$ cat src/rtl/shared_div_arbiter.sv
// Two-requester arbiter in front of one shared iterative divider, with round-robin tie-break.
// Latency: accept at T, div_start at T+1, done no earlier than T+2, result valid at T+3.
// Backpressure: one op in flight; a held result blocks new grants until the owner consumes it.
module shared_div_arbiter #(
  parameter int XLEN     = 64,
  parameter int RS_DEPTH = 4,
  parameter int IW       = $clog2(RS_DEPTH)
) (
  input  logic            clk_i,
  input  logic            rst_n_i,
  input  logic            flush_i,

  input  logic            rs0_valid_i,
  output logic            rs0_ready_o,
  input  logic [IW-1:0]   rs0_idx_i,
  input  logic [XLEN-1:0] rs0_a_i,
  input  logic [XLEN-1:0] rs0_b_i,
  output logic            rs0_valid_o,
  input  logic            rs0_ready_i,
  output logic [IW-1:0]   rs0_idx_o,
  output logic [XLEN-1:0] rs0_result_o,

  input  logic            rs1_valid_i,
  output logic            rs1_ready_o,
  input  logic [IW-1:0]   rs1_idx_i,
  input  logic [XLEN-1:0] rs1_a_i,
  input  logic [XLEN-1:0] rs1_b_i,
  output logic            rs1_valid_o,
  input  logic            rs1_ready_i,
  output logic [IW-1:0]   rs1_idx_o,
  output logic [XLEN-1:0] rs1_result_o,

  output logic            div_start_o,
  output logic            div_abort_o,
  output logic [XLEN-1:0] div_a_o,
  output logic [XLEN-1:0] div_b_o,
  input  logic            div_done_i,
  input  logic [XLEN-1:0] div_result_i
);

  typedef enum logic [1:0] {
    IDLE  = 2'd0,
    START = 2'd1,
    BUSY  = 2'd2,
    HOLD  = 2'd3
  } state_t;

  state_t          state_q;
  logic            last_grant_q;
  logic            owner_q;
  logic [XLEN-1:0] a_q;
  logic [XLEN-1:0] b_q;
  logic [IW-1:0]   idx_q;
  logic [XLEN-1:0] result_q;

  logic            grant_vld;
  logic            grant_id;
  logic            accept_en;
  logic [XLEN-1:0] a_d;
  logic [XLEN-1:0] b_d;
  logic [IW-1:0]   idx_d;
  logic            owner_rdy;
  logic            hold_out;

  // Pick the requester to grant: single valid wins, a tie goes to the one not served last
  always_comb begin
    grant_vld = 1'b0;
    grant_id  = 1'b0;
    if (rs0_valid_i && rs1_valid_i) begin
      grant_vld = 1'b1;
      grant_id  = ~last_grant_q;
    end else if (rs0_valid_i) begin
      grant_vld = 1'b1;
      grant_id  = 1'b0;
    end else if (rs1_valid_i) begin
      grant_vld = 1'b1;
      grant_id  = 1'b1;
    end
  end

  // Acceptance is suppressed while reset is held so ready stays low even if requesters are valid
  assign accept_en   = rst_n_i && (state_q == IDLE) && !flush_i && grant_vld;
  assign rs0_ready_o = accept_en && !grant_id;
  assign rs1_ready_o = accept_en &&  grant_id;

  assign a_d       = grant_id ? rs1_a_i   : rs0_a_i;
  assign b_d       = grant_id ? rs1_b_i   : rs0_b_i;
  assign idx_d     = grant_id ? rs1_idx_i : rs0_idx_i;
  assign owner_rdy = owner_q  ? rs1_ready_i : rs0_ready_i;

  // Start is masked by a coincident flush so start and abort never overlap
  assign div_start_o = (state_q == START) && !flush_i;
  assign div_abort_o = flush_i && ((state_q == START) || (state_q == BUSY));
  assign div_a_o     = a_q;
  assign div_b_o     = b_q;

  // A flush in HOLD withdraws the result in the same cycle, so no handshake can complete
  assign hold_out     = (state_q == HOLD) && !flush_i;
  assign rs0_valid_o  = hold_out && !owner_q;
  assign rs1_valid_o  = hold_out &&  owner_q;
  assign rs0_idx_o    = rs0_valid_o ? idx_q    : '0;
  assign rs0_result_o = rs0_valid_o ? result_q : '0;
  assign rs1_idx_o    = rs1_valid_o ? idx_q    : '0;
  assign rs1_result_o = rs1_valid_o ? result_q : '0;

  // Arbitration FSM and operand/result latches; flush drops everything except the round-robin bit
  always_ff @(posedge clk_i or negedge rst_n_i) begin
    if (!rst_n_i) begin
      state_q      <= IDLE;
      last_grant_q <= 1'b1;
      owner_q      <= 1'b0;
      a_q          <= '0;
      b_q          <= '0;
      idx_q        <= '0;
      result_q     <= '0;
    end else if (flush_i) begin
      state_q  <= IDLE;
      owner_q  <= 1'b0;
      a_q      <= '0;
      b_q      <= '0;
      idx_q    <= '0;
      result_q <= '0;
    end else begin
      case (state_q)
        IDLE: begin
          if (accept_en) begin
            owner_q      <= grant_id;
            last_grant_q <= grant_id;
            a_q          <= a_d;
            b_q          <= b_d;
            idx_q        <= idx_d;
            state_q      <= START;
          end
        end
        START: begin
          state_q <= BUSY;
        end
        BUSY: begin
          if (div_done_i) begin
            result_q <= div_result_i;
            state_q  <= HOLD;
          end
        end
        HOLD: begin
          if (owner_rdy) begin
            state_q <= IDLE;
          end
        end
        default: begin
          state_q <= IDLE;
        end
      endcase
    end
  end

endmodule
$ cat config.mk
export PLATFORM = sky130hd
export DESIGN_NAME = shared_div_arbiter
export DESIGN_NICKNAME = d
export VERILOG_FILES = /design/src/rtl/shared_div_arbiter.sv
export SDC_FILE = /design/constraint.sdc
export NUM_CORES = 1
export LEC_CHECK = 0
export CORE_AREA = 2 2 234 236
export CTS_BUF_LIST = sky130_fd_sc_hd__clkbuf_8
export CTS_CLUSTER_SIZE = 28
export DETAILED_ROUTE_END_ITERATION = 8
export DIE_AREA = 0 0 236 238
export PLACE_DENSITY = 0.48
export SLEW_MARGIN = 20
export SYNTH_ARGS = -nofsm -noshare
export SYNTH_HDL_FRONTEND = slang
export SYNTH_SLANG_ARGS = --single-unit
$ cat constraint.sdc
create_clock -name clk_i -period 3 [get_ports clk_i]
set_input_delay 0.6 -clock clk_i [delete_from_list [all_inputs] [get_ports clk_i]]
set_output_delay 0.6 -clock clk_i [all_outputs]
set_load 0.1 [all_outputs]
* Yosys cells after proc, flatten, opt, wreduce, memory -nomap -nowiden
Index checks and enable logic that the tools add are counted.
** Storage, ports and cells
- Register bits :: 198
- Input port bits :: 332
- Output and inout bits :: 266
** Cells by class
- Equality and inequality tests :: 6
- Multiplexer cells :: 33
- Bitwise gates (word level) :: 2
- Reductions and logical operators :: 24
** Operator list (number)
- $mux W64 :: 13
- $mux W2 :: 10
- $logic_and A1 B1 Y1 :: 11
- $mux W1 :: 9
- $ne A3 B3 Y1 const B :: 3
- $pmux W2 S4 :: 1
- $reduce_bool A2 Y1 :: 4
- $reduce_and A3 Y1 :: 2
- $eq A2 B2 Y1 const B :: 2
- $reduce_and A2 Y1 :: 2
- $logic_not A1 Y1 :: 3
- $eq A2 B1 Y1 const B :: 1
- $logic_not A2 Y1 :: 1
- $not A1 Y1 :: 2
- $logic_or A1 B1 Y1 :: 1

* Depth between registers and ports, before layout
- Depth after elaboration :: 7
- Mapped depth :: 9
- Gate-level depth less buffers :: 6

* Worst setup path before layout
OpenSTA, ideal clock, no wires.
- Path kind :: input to output
- Start point :: input flush_i
- End point :: output rs0_result_o[54]
- Arrival time :: 2995 ps
- Required time :: 2400 ps
- Path slack :: -595 ps
- Cell stages on the path :: 4
- Buffers on the path :: 2
- Cell sequence :: buf_4 > nor3b_1 > clkbuf_1 > and2_1
** Between the ends
- Word-level cells in the longest chain between the ends :: 4
** Ends and longest elaborated chain
- start: declaration :: RTL line 11 : input logic flush_i,
- $logic_not A1 Y1 :: RTL line 98 : assign hold_out = (state_q == HOLD) && !flush_i;
- $logic_and A1 B1 Y1 :: RTL line 98
- $logic_and A1 B1 Y1 :: RTL line 99 : assign rs0_valid_o = hold_out && !owner_q;
- named net rs0_valid_o :: RTL line 18 : output logic rs0_valid_o,
- $mux W64 :: RTL line 102 : assign rs0_result_o = rs0_valid_o ? result_q : '0;
- end: declaration :: RTL line 21 : output logic [XLEN-1:0] rs0_result_o,
The timed path passes the listed nets, and every way through them passes these cells.

* Final worst setup path
- Start point :: input flush_i
- End point :: output rs1_result_o[61]
** Between the ends
- Word-level cells in the longest chain between the ends :: 4
** Ends and longest elaborated chain
- $logic_not A1 Y1 :: RTL line 98
- $logic_and A1 B1 Y1 :: RTL line 98
- $logic_and A1 B1 Y1 :: RTL line 100 : assign rs1_valid_o = hold_out && owner_q;
- $mux W64 :: RTL line 104 : assign rs1_result_o = rs1_valid_o ? result_q : '0;
- end: declaration :: RTL line 31 : output logic [XLEN-1:0] rs1_result_o,
Every way passes these cells.

==> results.json <==
{
  "clock_latency_ns": 0.56,
  "slew_headroom_pct": 46.5,
  "p_leak_nw": 8.35,
  "ys_warn_count": 0,
  "synth_cell_types": 26,
  "drt-initial-drc-count": 692,
  "cts_buffers": 17,
  "route.detailed.wl_per_inst_um": 20.1,
  "placed_area_mm2": 0.0167,
  "cts_tree": "built",
  "synth_area_leader_cell": "dfrtp_1",
  "ys_ff_latch": 198,
  "cts_max_path_buffers": 2,
  "drt-pass1-iter-count": 7,
  "die_h_um": 238,
  "final_cell_mix": "clkdlybuf4s50_1, dfrtp_1, buf_12",
  "period_share_pct": 94.0,
  "setup_viol": 0,
  "design.die.area_mm2": 0.0562,
  "timing.max_cap.violations": 0,
  "yosysSeqAreaShare_pct": 56.7,
  "syn-cell-area_mm2": 0.00874,
  "drt_wl_total_um": 40900,
  "place.gp.congestion": 0.791,
  "antenna_found_initial": 5,
  "power.total_mw": 9.47,
  "worst_setup_path_start_kind": "primary input",
  "p_per_area_mw_per_mm2": 553,
  "syn_to_final_growth_pct": 95.8,
  "pre_cts_slack_ns": 0.180,
  "netlist_instances": 760,
  "finalCriticalPeriod_ns": 2.82,
  "synth_fp_nets": 1096,
  "io_buffer_count": 597,
  "max-vdd-ir-drop_uv": 291,
  "endpoint_kind": "output pin",
  "status": "completed",
  "drive_gt1_share_pct": 25.5,
  "cts_setup_buffers": 0,
  "core-area_mm2": 0.0535,
  "grt_max_degree": 126,
  "dpl.cell_count": 2006,
  "grt_pass1_wl_um": 59900,
  "min_path_type": "primary input to asynchronous set/reset pin",
  "route.detailed.drc": 0,
  "final_area_mm2": 0.0171,
  "track_usage_pct": 14.3,
  "grt_overflow": 0,
  "dpl.hpwl_um": 30800,
  "grt_setup_unrepaired": "false",
  "fin_hold_ws_ns": 0.418,
  "nets": 1666,
  "critPathMaxFanout": 29,
  "avgSynthCellArea_um2": 11.5,
  "initial_utilization_pct": 16.3,
  "yosysTopAreaCellShare_pct": 56.4,
  "fin_cells": 2041,
  "max_freq_mhz": 354,
  "core.rowCount": 85,
  "criticalPathCategory": "primary input to output pin",
  "clock-sinks": 198,
  "final_common_cell": "clkdlybuf4s50_1",
  "maxSlewViolCount": 0,
  "setup_ws_ns": 0.179,
  "clkSlewWorstSetupHoldPaths_ns": 0.10,
  "cts_resized": 0,
  "cts_root_buf": "clkbuf_8",
  "ant_nets": 0,
  "vias": 8656,
  "synth.area.top_cells": "dfrtp_1, a222oi_1, and2_1",
  "boundaryPins": 598,
  "grt_pass1_vias": 8968,
  "die_w_um": 236,
  "fin_skew_ns": 0.0182,
  "worstMarginPinSlew_ns": 0.802,
  "htree_num_levels": 4,
  "worst-endpoint-arrival_ns": 2.22,
  "cts_hold_buf": 1,
  "viasPerCell": 4.24,
  "cp.required_ns": 2.40,
  "hold_viol": 0
}
## worst max-delay path, stage by stage
cell             delay (ns)
clkdlybuf4s50_1        0.56
inv_1                  0.12
and3_2                 0.23
buf_12                 0.16
buf_12                 0.16
and2_1                 0.19
buf_12                 0.17
## Yosys cell counts (all sizes together)
library cell and instances:
o21ai 2, ha 4, a21oi 4, a222oi 130, and2 133, nor3b 1
and3b 2, a22o 64, and3 4, a31oi 3, buf 37, a21o 1
nor2b 2, nand2b 1, a32oi 1, nor3 1, nand2 1, clkbuf 35
or2 1, dfrtp 197, a31o 1, inv 134, dfstp 1
## metal layers
| metal | wire [um] | vias up | global-route usage, % | share of wire, % |
|---|---|---|---|---|
| li1 | - | 3937 | - | - |
| met1 | 15300 | 4292 | 15.8 | 37 |
| met2 | 20700 | 392 | 24.4 | 51 |
| met3 | 4390 | 27 | 6.93 | 11 |
| met4 | 478 | 8 | 3.74 | 1.2 |
| met5 | 53 | - | 0 | 0.13 |
## stage by stage
| step | utilization (%) | TNS, ns |
|---|---|---|
| after floorplan | - | -0.130 |
| after global placement | 31.2 | 0 |
| after detailed placement | 31.2 | 0 |
| after CTS | 32.0 | 0 |
| after global routing | 32.0 | 0 |
| final | 32.0 | 0 |
## layout make-up
class / instances / area (um2)
fillers: 5418 / 36400
repair buffers: 623 / 7400
flip-flops and latches: 198 / 4960
multi-input cells: 356 / 2960
well taps: 696 / 871
inverters: 134 / 503
clock buffers: 17 / 234
clock inverters: 15 / 180
diodes: 2 / 5.00
## registers in the layout, indices dropped and copies added, names as in the netlist
name,flops
last_grant_q,1
idx_q,2
div_a_o,64
owner_q,1
div_b_o,64
state_q,2
result_q,64
## power by group
group / total [mW] / switching (mW) / internal [mW]
Clock: 1.91 / 1.14 / 0.774
Sequential: 3.30 / 0.261 / 3.04
Combinational: 4.26 / 3.05 / 1.20
## cell families (layout without fill, tap and decap cells)
family                     Yosys count  after routing  synth area share [%]
buffers and inverters              206            789                  10.1
AOI/OAI and AO/OA                  206            206                  22.2
adders and majority gates            4              4                 0.573
and+or+nand+nor                    146            146                  10.5
DFF                                198            198                  56.7
other                                0              2                     0
## worst paths after layout
check | from | to | slack (ns) | depth (start not counted)
setup / recovery | flush_i | rs1_result_o[61] | 0.18 | 7
hold / removal | rst_n_i | idx_q[1] | 0.42 | 2
setup reg to reg | state_q[0] | div_b_o[35] | 0.67 | 7
hold reg to reg | div_b_o[32] | div_b_o[32] | 0.52 | 2
max in group asynchronous | rst_n_i | div_b_o[63] | 1.04 | 4
min in group clk_i | div_b_o[32] | div_b_o[32] | 0.52 | 2
(Power assumes the default switching activity.)
